`src/rtl/ps2_key_gen.sv`:
```
// PS/2 keyboard receiver: conditions the raw clock/data pins, deframes bytes and
// folds E0/F0/E1 prefixes into the toggle-strobed 11-bit ps2_key event word.
module ps2_key_gen #(
  parameter int FILTER_LEN = 8,
  parameter int TIMEOUT    = 18000
) (
  input  logic        clk_sys,
  input  logic        reset,
  input  logic        ps2_clk,
  input  logic        ps2_data,
  output logic [10:0] ps2_key,
  output logic        err
);

  localparam int FW = (FILTER_LEN > 1) ? $clog2(FILTER_LEN) : 1;
  localparam int TW = $clog2(TIMEOUT + 1);

  typedef enum logic [1:0] {
    IDLE,
    DATA,
    PARITY,
    STOP
  } state_t;

  state_t state;
  state_t state_next;

  logic          clk_s1;
  logic          clk_s2;
  logic          data_s1;
  logic          data_s2;
  logic          clk_f;
  logic          data_f;
  logic          clk_f_d;
  logic [FW-1:0] clk_cnt;
  logic [FW-1:0] data_cnt;
  logic          fall;

  logic [2:0]    bit_cnt;
  logic [7:0]    shift;
  logic          par_bit;
  logic [TW-1:0] to_cnt;
  logic          frame_good;
  logic          frame_bad;
  logic          timeout_hit;

  logic          ext;
  logic          brk;
  logic [2:0]    skip;

  always_ff @(posedge clk_sys) begin
    if (reset) begin
      clk_s1  <= 1'b1;
      clk_s2  <= 1'b1;
      data_s1 <= 1'b1;
      data_s2 <= 1'b1;
    end else begin
      clk_s1  <= ps2_clk;
      clk_s2  <= clk_s1;
      data_s1 <= ps2_data;
      data_s2 <= data_s1;
    end
  end

  // The filtered level only follows after FILTER_LEN consecutive differing samples.
  always_ff @(posedge clk_sys) begin
    if (reset) begin
      clk_f   <= 1'b1;
      clk_cnt <= '0;
    end else if (clk_s2 == clk_f) begin
      clk_cnt <= '0;
    end else if (clk_cnt == FW'(FILTER_LEN - 1)) begin
      clk_f   <= clk_s2;
      clk_cnt <= '0;
    end else begin
      clk_cnt <= clk_cnt + 1'b1;
    end
  end

  always_ff @(posedge clk_sys) begin
    if (reset) begin
      data_f   <= 1'b1;
      data_cnt <= '0;
    end else if (data_s2 == data_f) begin
      data_cnt <= '0;
    end else if (data_cnt == FW'(FILTER_LEN - 1)) begin
      data_f   <= data_s2;
      data_cnt <= '0;
    end else begin
      data_cnt <= data_cnt + 1'b1;
    end
  end

  always_ff @(posedge clk_sys) begin
    if (reset) begin
      clk_f_d <= 1'b1;
    end else begin
      clk_f_d <= clk_f;
    end
  end

  assign fall = clk_f_d & ~clk_f;

  always_ff @(posedge clk_sys) begin
    if (reset) begin
      state <= IDLE;
    end else begin
      state <= state_next;
    end
  end

  // A stalled frame is abandoned before any further clock edge is considered.
  always_comb begin
    state_next  = state;
    frame_good  = 1'b0;
    frame_bad   = 1'b0;
    timeout_hit = 1'b0;
    if (state != IDLE && to_cnt == TW'(TIMEOUT)) begin
      timeout_hit = 1'b1;
      state_next  = IDLE;
    end else if (fall) begin
      case (state)
        IDLE: begin
          if (!data_f) begin
            state_next = DATA;
          end
        end
        DATA: begin
          if (bit_cnt == 3'd7) begin
            state_next = PARITY;
          end
        end
        PARITY: begin
          state_next = STOP;
        end
        STOP: begin
          state_next = IDLE;
          if (data_f && (^{shift, par_bit})) begin
            frame_good = 1'b1;
          end else begin
            frame_bad = 1'b1;
          end
        end
        default: begin
          state_next = IDLE;
        end
      endcase
    end
  end

  always_ff @(posedge clk_sys) begin
    if (reset || state == IDLE || fall || timeout_hit) begin
      to_cnt <= '0;
    end else begin
      to_cnt <= to_cnt + 1'b1;
    end
  end

  always_ff @(posedge clk_sys) begin
    if (reset) begin
      bit_cnt <= '0;
      shift   <= '0;
      par_bit <= 1'b0;
    end else if (fall && !timeout_hit) begin
      case (state)
        IDLE: begin
          bit_cnt <= '0;
        end
        DATA: begin
          shift   <= {data_f, shift[7:1]};
          bit_cnt <= bit_cnt + 1'b1;
        end
        PARITY: begin
          par_bit <= data_f;
        end
        default: begin
          bit_cnt <= bit_cnt;
        end
      endcase
    end
  end

  // Prefix tracking: skip swallows the seven bytes that follow E1 (Pause key).
  always_ff @(posedge clk_sys) begin
    if (reset) begin
      ps2_key <= '0;
      err     <= 1'b0;
      ext     <= 1'b0;
      brk     <= 1'b0;
      skip    <= '0;
    end else begin
      err <= frame_bad;
      if (frame_bad) begin
        ext  <= 1'b0;
        brk  <= 1'b0;
        skip <= '0;
      end else if (frame_good) begin
        if (skip != 3'd0) begin
          skip <= skip - 1'b1;
        end else if (shift == 8'hE0) begin
          ext <= 1'b1;
        end else if (shift == 8'hF0) begin
          brk <= 1'b1;
        end else if (shift == 8'hE1) begin
          skip <= 3'd7;
        end else begin
          ps2_key <= {~ps2_key[10], ~brk, ext, shift};
          ext     <= 1'b0;
          brk     <= 1'b0;
        end
      end
    end
  end

endmodule

```
`config.mk`:
```
export PLATFORM = sky130hd
export DESIGN_NAME = ps2_key_gen
export DESIGN_NICKNAME = d
export VERILOG_FILES = /design/src/rtl/ps2_key_gen.sv
export SDC_FILE = /design/constraint.sdc
export NUM_CORES = 1
export LEC_CHECK = 0
export ABC_AREA = 1
export ABC_CLOCK_PERIOD_IN_PS = 2100
export BUFFER_PORTS_ARGS = -buffer_cell sky130_fd_sc_hd__buf_2
export CAP_MARGIN = 20
export CORE_ASPECT_RATIO = 0.75
export CORE_MARGIN = 10
export CORE_UTILIZATION = 50
export DETAILED_ROUTE_END_ITERATION = 10
export PLACE_DENSITY = 0.71
export SKIP_LAST_GASP = 1
export SYNTH_ARGS = -nofsm -noshare
export SYNTH_HDL_FRONTEND = slang
export SYNTH_SLANG_ARGS = --single-unit
```
`constraint.sdc`:
```
create_clock -name clk_sys -period 2.1 [get_ports clk_sys]
set_input_delay 0.105 -clock clk_sys [delete_from_list [all_inputs] [get_ports clk_sys]]
set_output_delay 0.105 -clock clk_sys [all_outputs]
set_load 0.01 [all_outputs]
```
After elaboration in Yosys (flattened, before gate mapping)
Cells that the tools add are included.
{ "totals": {"input_bits": 4, "output_inout_bits": 12, "word_cells": 102, "ff_bits": 59} }
{ "op_classes": {"n_mux": 21, "n_bitwise": 11, "addsub": 5, "reduce_logical": 27, "n_eq_ne": 19} }
{ "ops": {"columns": ["operator", "n"], "rows": [
  ["equality test 8 bit, second input constant", 3],
  ["adder 15 x 1 -> 15 bit, second input constant", 1],
  ["equality test 15 bit, second input constant", 1],
  ["inequality test 2 bit, second input constant", 7],
  ["two-way mux 1 bit", 13],
  ["two-way mux 3 bit", 4],
  ["AND reduction 4 bit", 3],
  ["NOT 1 bit", 10],
  ["AND reduction 2 bit", 5],
  ["adder 3 x 1 -> 3 bit, second input constant", 3],
  ["equality test 3 bit, second input constant", 3],
  ["parity 9 bit", 1],
  ["one-hot mux 2 bit (4 select lines)", 1],
  ["one-hot mux 3 bit (2 select lines)", 1],
  ["AND reduction 6 bit", 1],
  ["nonzero test 2 bit", 3],
  ["OR reduction 3 bit", 2],
  ["equality test 2 bit, second input constant", 2],
  ["two-way mux 2 bit", 2],
  ["OR reduction 2 bit", 2],
  ["logical AND 1 bit", 3],
  ["logical OR 1 bit", 3],
  ["AND reduction 3 bit", 1],
  ["nonzero test 3 bit", 1],
  ["6 further kinds", 7]
]} }

Logic depth before layout (Yosys ltp)
Gate-level depths: netlist of run 1.
{ "logic_depth": {"depth_word": 8, "ltp_mapped": 14, "depth_no_buf": 14} }

Least setup slack after synthesis of run 1
OpenSTA, ideal clock, no wires.
{ "synth_timing": {"path_kind": "reg-to-reg", "from": "register state[0]", "to": "register ext", "path_slack_ns": 0.374, "period_less_slack_ns": 1.726, "setup_ns": 0.109, "path_buffers": 1, "stages_incl_launch_ff": 15, "arrival_time_ns": 1.617, "t_required_ns": 1.991, "path_cell_list": "dfxtp_1 > inv_1 > ha_1 > inv_1 > nand3_1 > nor2_1 > nand2_1 > nand2_1 > nor2_1 > buf_2 > nand3_1 > nor2_1 > nor2_1 > nand2_1 > inv_1"} }
{ "synth_between": {"elab_chain_cells": 5, "word_cells_on_any_way": 11, "classes_between": "1 x eq/ne; 6 x mux; 4 x reduce/logical"} }
{ "synth_lines": {"columns": ["element", "line_no", "text"], "rows": [
  ["from (decl)", "25", "state_t state;"],
  ["from (signal assigned)", "108", "state <= state_next;"],
  ["equality test 2 bit", "122", "case (state)"],
  ["two-way mux 1 bit", "122", null],
  ["two-way mux 1 bit", "121", "end else if (fall) begin"],
  ["two-way mux 1 bit", "118", "if (state != IDLE && to_cnt == TW'(TIMEOUT)) begin"],
  ["AND reduction 4 bit (no source line) or OR reduction 2 bit (tied branches)", null, null],
  ["to (signal assigned)", "188", "ext <= 1'b0;"],
  ["to (signal assigned)", "194", "ext <= 1'b0;"],
  ["to (signal assigned)", "201", "ext <= 1'b1;"],
  ["to (decl)", "47", "logic ext;"]
]} }
Parallel ways exist; a longest one is shown, timed or not.
A chain may end at the register's enable or synchronous reset.

Worst setup path after layout of run 1
{ "layout_timing": {"from": "register state[1]", "to": "register skip[0]"} }
{ "layout_between": {"elab_chain_cells": 5, "word_cells_on_any_way": 11, "classes_between": "1 x eq/ne; 6 x mux; 4 x reduce/logical"} }
{ "layout_lines": {"columns": ["element", "line_no", "text"], "rows": [
  ["equality test 2 bit", "122", null],
  ["two-way mux 1 bit", "122", null],
  ["two-way mux 1 bit", "121", null],
  ["two-way mux 1 bit", "118", null],
  ["AND reduction 4 bit (no source line) or OR reduction 2 bit (tied branches)", null, null],
  ["to (signal assigned)", "199", "skip <= skip - 1'b1;"],
  ["to (decl)", "49", "logic [2:0] skip;"]
]} }
Parallel ways exist; a longest one is shown, timed or not.

==> metrics, run 1 <==
run status=complete, no violations; area of the die=9000 µm²; buffer depth of the longest clock path=2; first-pass GRT wire length=slightly below 10 mm; number of top-level design ports=16; number of standard cells after synthesis=385; Num CTS Buffers=9; worst flop-to-flop path startpoint=state[1]; share of layout cells above drive strength 1=~15%; met1 wire length=2.90 mm; most frequent cells in the layout=83 x sky130_fd_sc_hd__nand2_1, 60 x sky130_fd_sc_hd__inv_1, 59 x sky130_fd_sc_hd__dfxtp_1; net count after synthesis=403; nature of the critical path startpoint=register; launch point of the worst hold path=reset; worst max-slew margin expressed relative to the limit=69.7%; initial drt markers=102; DR WL met2=2.19 mm; placed wire-length estimate after detailed placement=3.87 mm; antenna cell count=0; Hold Vio Cnt, Final=0; arrival time of data at the critical path endpoint=2.14 ns; die outline width=106 µm; via count=around 2400; top routing layer in use=met4; clock sink total=slightly below 60; library cells used by synthesis=32; leading cell type in the layout, fill and taps excluded=sky130_fd_sc_hd__nand2_1; All-Layer GR Usage=13.1%; fin crit share=88.9%; min-delay worst type=in2reg; time the worst path needs with I/O delays and setup=1.87 ns; #FFs+latches synth=59; post-layout utilization of the core=between 50% and 60%; Worst Slack Setup Final=0.232 ns; setup_tns=0 ns; worst vdd rail ir drop=between 0.6 and 0.7 mV; fillcell total=510; post-synthesis instance area=2790 µm²; final setup violation count=0; CTS tree=yes; routability cong.=just over 0.8; maximum frequency from static timing analysis=around 540 MHz; insertion delay of the later-clocked pin in the worst-skew pair=0.34 ns; number of standard-cell rows in the floorplan=23; number of buffer cells added on primary ports=15; count of cells along the worst register-to-register path=13; transition time at the pin with the least slew margin=0.451 ns; average instance area after synthesis=7.25 µm²; CTS H-tree depth=3; starting utilization of the core area=51.8%; wire length reported by the detailed router=5.48 mm; RSZ-0062 raised after global routing=false; vias in the first global route=2245; cell at the root of the clock tree=sky130_fd_sc_hd__clkbuf_8; count of yosys warnings during synthesis=0; power per cell area=682 nW/µm²; number of remaining DRC errors=0; final antenna-violating net count=0; met3 wire len=302 µm; per-cell routed wire length=11.2 µm; final clock skew=0.00637 ns; Final #Nets=429; crit end category=register; overall power consumption=2.19 mW; Core ar.=approximately 5400 µm²; worst hold path stage count=2; flop-to-flop setup slack=~0.23 ns; area growth from synthesis to layout=15.2%; maximum number of pins on one net before global-route repair=25; sequential fraction of the synthesis area=42.3%; Min-Delay Endpoint=bit_cnt[1]; detailed-routing iteration count for the pre-antenna-repair pass=4; average vias per placed instance=around 4.9; worst endpoint required time=2.38 ns; maximum fanout along the worst path=8; LEAKAGE=1.43 nW; DIE HEIGHT=between 80 and 90 µm; capturing point of the worst reg2reg path=skip[0]; Max Cap Violations=0; total congestion overflow=0; startpoint-to-endpoint class of the critical path=reg2reg; placement-stage worst setup slack=-0.0807 ns; max-slew violation total from the final report=0; antenna violations before repair=0; clock slew seen by the registers of the worst setup and hold paths=~0.070 ns
==> registers in the layout, indices dropped and copies added (netlist names), 2 cells and up <==
signal    cells
bit_cnt       3
clk_cnt       3
data_cnt      3
ps2_key      11
shift         8
skip          3
state         2
to_cnt       15
==> cells in the mapped netlist <==
cell | count | area share [%]
sky130_fd_sc_hd__ha_1 | 14 | 6.3
sky130_fd_sc_hd__nor3_2 | 1 | 0.36
sky130_fd_sc_hd__xnor2_1 | 2 | 0.63
sky130_fd_sc_hd__clkbuf_1 | 3 | 0.40
sky130_fd_sc_hd__nor3_1 | 9 | 1.6
sky130_fd_sc_hd__buf_2 | 4 | 0.72
sky130_fd_sc_hd__o21ai_0 | 15 | 2.7
sky130_fd_sc_hd__nand3_2 | 2 | 0.72
sky130_fd_sc_hd__dfxtp_1 | 59 | 42
sky130_fd_sc_hd__o211ai_1 | 2 | 0.54
sky130_fd_sc_hd__nand4_1 | 12 | 2.7
sky130_fd_sc_hd__nand3_4 | 1 | 0.63
sky130_fd_sc_hd__nor3b_1 | 4 | 1.1
sky130_fd_sc_hd__a21oi_2 | 1 | 0.31
sky130_fd_sc_hd__a211oi_1 | 1 | 0.27
sky130_fd_sc_hd__nor2_1 | 48 | 6.5
sky130_fd_sc_hd__nor4_1 | 1 | 0.22
sky130_fd_sc_hd__buf_6 | 1 | 0.40
sky130_fd_sc_hd__inv_1 | 60 | 8.1
sky130_fd_sc_hd__or2_2 | 5 | 1.1
sky130_fd_sc_hd__nand2_1 | 84 | 11
sky130_fd_sc_hd__a21oi_1 | 23 | 4.1
sky130_fd_sc_hd__nor2_4 | 1 | 0.40
sky130_fd_sc_hd__o21ai_1 | 1 | 0.18
sky130_fd_sc_hd__nand2_2 | 3 | 0.67
sky130_fd_sc_hd__nor2_2 | 2 | 0.45
sky130_fd_sc_hd__nand3_1 | 14 | 2.5
sky130_fd_sc_hd__a31oi_1 | 3 | 0.67
sky130_fd_sc_hd__o21bai_1 | 1 | 0.27
sky130_fd_sc_hd__xor2_1 | 3 | 0.94
sky130_fd_sc_hd__inv_2 | 4 | 0.54
sky130_fd_sc_hd__nand2_4 | 1 | 0.40
==> through the flow <==
step / instance area, µm² / hold slack [ns] / std cells
2_1_floorplan: 2790 / 0.209 / 385
3_3_place_gp: 2950 / 0.290 / 472
3_5_place_dp: 2950 / 0.291 / 472
4_1_cts: 3180 / 0.0653 / 490
5_1_grt: 3210 / 0.0952 / 491
6_report: 3210 / 0.0811 / 491
==> per-layer routing <==
metal	track usage, %	vias up
li1	-	1275
met1	16.9	1067
met2	18.7	35
met3	5.27	7
met4	5.89	0
met5	0	-
==> worst max-delay path by stage <==
| stage | startpoint | to | slack [ns] | cells past startpoint |
|---|---|---|---|---|
| 2_1_floorplan | state[0] | ext | 0.37 | 14 |
| 3_3_place_gp | state[1] | shift[0] | -0.005 | 11 |
| 3_5_place_dp | state[1] | shift[0] | -0.08 | 11 |
| 4_1_cts | state[1] | ps2_key[6] | 0.09 | 11 |
| 5_1_grt | state[1] | skip[1] | 0.005 | 13 |
| 6_report | state[1] | skip[0] | 0.23 | 13 |
==> worst max-delay path, stage by stage, from the launching register on <==
cell                      delay [ns]
sky130_fd_sc_hd__dfxtp_1        0.34
sky130_fd_sc_hd__inv_1          0.08
sky130_fd_sc_hd__ha_1           0.19
sky130_fd_sc_hd__inv_1          0.07
sky130_fd_sc_hd__nand3_1        0.06
sky130_fd_sc_hd__nor2_1         0.05
sky130_fd_sc_hd__nand2_1        0.10
sky130_fd_sc_hd__nand2_2        0.11
sky130_fd_sc_hd__nor2_4         0.23
sky130_fd_sc_hd__buf_4          0.21
sky130_fd_sc_hd__nand3_1        0.13
sky130_fd_sc_hd__nand2_1        0.09
sky130_fd_sc_hd__nand2_1        0.05
sky130_fd_sc_hd__nor2_1         0.09
==> power by group <==
group / switching, mW / internal [mW] / total [mW]
logic: 0.0180 / 0.0120 / 0.0300
registers: 0.00200 / 1.12 / 1.13
clock network: 0.460 / 0.576 / 1.04
==> logic make-up after synthesis <==
family	after synthesis	synth area share, %
AOI/OAI and AO/OA	47	9.06
xor gates and xnor gates	5	1.57
adders and majority gates	14	6.28
buffers and inverters	72	10.1
DFF	59	42.3
and+or+nand+nor	188	30.6
==> cell type report <==
class | count | area, µm² | area share, %
clock buffers | 10 | 138 | 4.28
clock inverters | 6 | 65.1 | 2.02
inverters | 64 | 240 | 7.47
multi-input cells | 255 | 1360 | 42.4
flip-flops and latches | 59 | 1180 | 36.7
well taps | 75 | 93.8 | 2.92
repair buffers | 22 | 133 | 4.13
==> timing repair <==
action / 4_1_cts / 5_1_grt
pin swaps: 0 / 1
gates cloned: 0 / 1
buffers inserted: 0 / 0
resized for setup: 1 / 6
hold endpoints to repair: 2 / 0
setup endpoints to repair: 6 / 23
hold buffers: 2 / 0
Power figures use the tool's default switching activity.
==> inputs of run 2 (changes only) <==
--- a/config.mk
+++ b/config.mk
@@ -13,6 +13,7 @@
 export CORE_MARGIN = 10
 export CORE_UTILIZATION = 50
 export DETAILED_ROUTE_END_ITERATION = 10
+export HOLD_SLACK_MARGIN = 0.12
 export PLACE_DENSITY = 0.71
 export SKIP_LAST_GASP = 1
 export SYNTH_ARGS = -nofsm -noshare
==> metrics, run 2 (same netlist as run 1, synthesis figures left out) <==
max-slew violation total from the final report=0; CTS H-tree depth=3; worst max-slew margin expressed relative to the limit=67.2%; Max Cap Violations=0; vias in the first global route=around 2300; number of remaining DRC errors=0; buffer depth of the longest clock path=2; crit end category=register; area growth from synthesis to layout=15.6%; Final Non-Filler Cells=492; antenna cell count=0; die outline width=~110 µm; number of buffer cells added on primary ports=15; per-cell routed wire length=11.2 µm; insertion delay of the later-clocked pin in the worst-skew pair=0.34 ns; starting utilization of the core area=51.8%; antenna violations before repair=0; power per cell area=679 nW/µm²; cell type with the highest occurrence count on the critical path=sky130_fd_sc_hd__nand2_1; clock sink total=59; worst endpoint required time=2.36 ns; leading cell type in the layout, fill and taps excluded=sky130_fd_sc_hd__nand2_1; final clock skew=0.00606 ns; clock slew seen by the registers of the worst setup and hold paths=0.07 ns; most frequent cells in the layout=83 x sky130_fd_sc_hd__nand2_1, 60 x sky130_fd_sc_hd__inv_1, 59 x sky130_fd_sc_hd__dfxtp_1; maximum fanout along the worst path=4; number of standard-cell rows in the floorplan=23; via count=~2400; LEAKAGE=1.43 nW; DIE HEIGHT=around 85 µm; number of flip-flops in the largest register=15; run status=complete, no violations; wire length reported by the detailed router=5.53 mm; All-Layer GR Usage=13.2%; transition time at the pin with the least slew margin=roughly 0.49 ns; final antenna-violating net count=0; share of layout cells above drive strength 1=14.9%; initial drt markers=103; first-pass GRT wire length=between 9 and 10 mm; worst vdd rail ir drop=approximately 0.61 mV; largest reg by FF count=to_cnt; fin crit share=89.9%; Critical Path, Cell by Cell=ha_1, nand2_1, nor3_1, nand2_1, nor4_1, nand2_1, nand2_1, nor3b_1; Hold Vio Cnt, Final=0; startpoint-to-endpoint class of the critical path=reg2reg; average vias per placed instance=slightly below 5; placed cell areas=2950 µm²; number of top-level design ports=16; maximum number of pins on one net before global-route repair=25; Num CTS Buffers=9; CTS tree=yes; routability cong.=about 0.81; time the worst path needs with I/O delays and setup=between 1.5 and 2 ns; min-delay worst type=reg2reg; Core ar.=roughly 5400 µm²; placed wire-length estimate after detailed placement=between 3 and 4 mm; final standard cell area without fillers=3220 µm²; Slowest Stage Delay on Critical Path=just over 0.4 ns; RSZ-0062 raised after global routing=false; cell with the largest stage delay on the worst path=sky130_fd_sc_hd__nor4_1; nature of the critical path startpoint=register; cell at the root of the clock tree=sky130_fd_sc_hd__clkbuf_8; arrival time of data at the critical path endpoint=2.15 ns; area of the die=9000 µm²; Final #Nets=430; final setup violation count=0; largest registers=to_cnt: 15 flops, ps2_key: 11 flops, shift: 8 flops; detailed-routing iteration count for the pre-antenna-repair pass=4; maximum frequency from static timing analysis=529 MHz; Placed Cells incl. Taps=472; total congestion overflow=0
## run 2: metal layers
layer,routed length (µm),global-route usage (%),vias up
li1,-,-,1277
met1,2860,16.9,1076
met2,2210,19.1,46
met3,359,5.34,7
met4,93,5.89,0
met5,0,0,-
## run 2: critical path: cells and delay by family (launching register included)
kind	cells	cell delay [ns]
simple gates	7	1.28
flops	1	0.35
fa+ha+maj	1	0.17
## run 2: report_power, final
group          internal (mW)  switching [mW]
Sequential              1.12         0.00200
Clock                  0.576           0.457
Combinational         0.0132          0.0186
Total                   1.71           0.478
## run 2: worst paths after layout
kind	start	end	slack [ns]	cells past startpoint
max	to_cnt[0]	to_cnt[14]	0.21	8
max reg2reg	to_cnt[0]	to_cnt[14]	0.21	8
min	data_s1	data_s2	0.42	1
min reg2reg	data_s1	data_s2	0.42	1
## run 2: final cells by class
| type | count | area, µm² |
|---|---|---|
| clock buffer | 10 | 138 |
| sequential | 59 | 1180 |
| inverter | 64 | 240 |
| tap | 75 | 93.8 |
| fill | 508 | 2160 |
| timing repair buffer | 23 | 143 |
| clock inverter | 6 | 65.1 |
| multi-input combinational | 255 | 1360 |
## run 2: per-stage QoR
stage	hold WS (ns)	worst slack (ns)	TNS [ns]	total power, mW	util (%)
after CTS	0.421	0.0940	0	2.22	59.3
after global routing	0.431	0.00476	0	2.27	59.9
final	0.415	0.211	0	2.19	59.9
after detailed placement	0.291	-0.0807	-0.0829	1.18	54.9
after global placement	0.290	-0.00518	-0.00518	1.18	54.9
after floorplan	0.209	0.374	0	1.17	-
## run 2: timing repair
| action | in CTS | in global routing |
|---|---|---|
| pin swaps | 0 | 1 |
| setup endpoints to repair | 6 | 23 |
| endpoints found under the hold margin | 8 | 0 |
| cloned | 0 | 1 |
| buffers inserted | 0 | 0 |
| gates resized for setup | 1 | 6 |
| hold buffers | 3 | 0 |
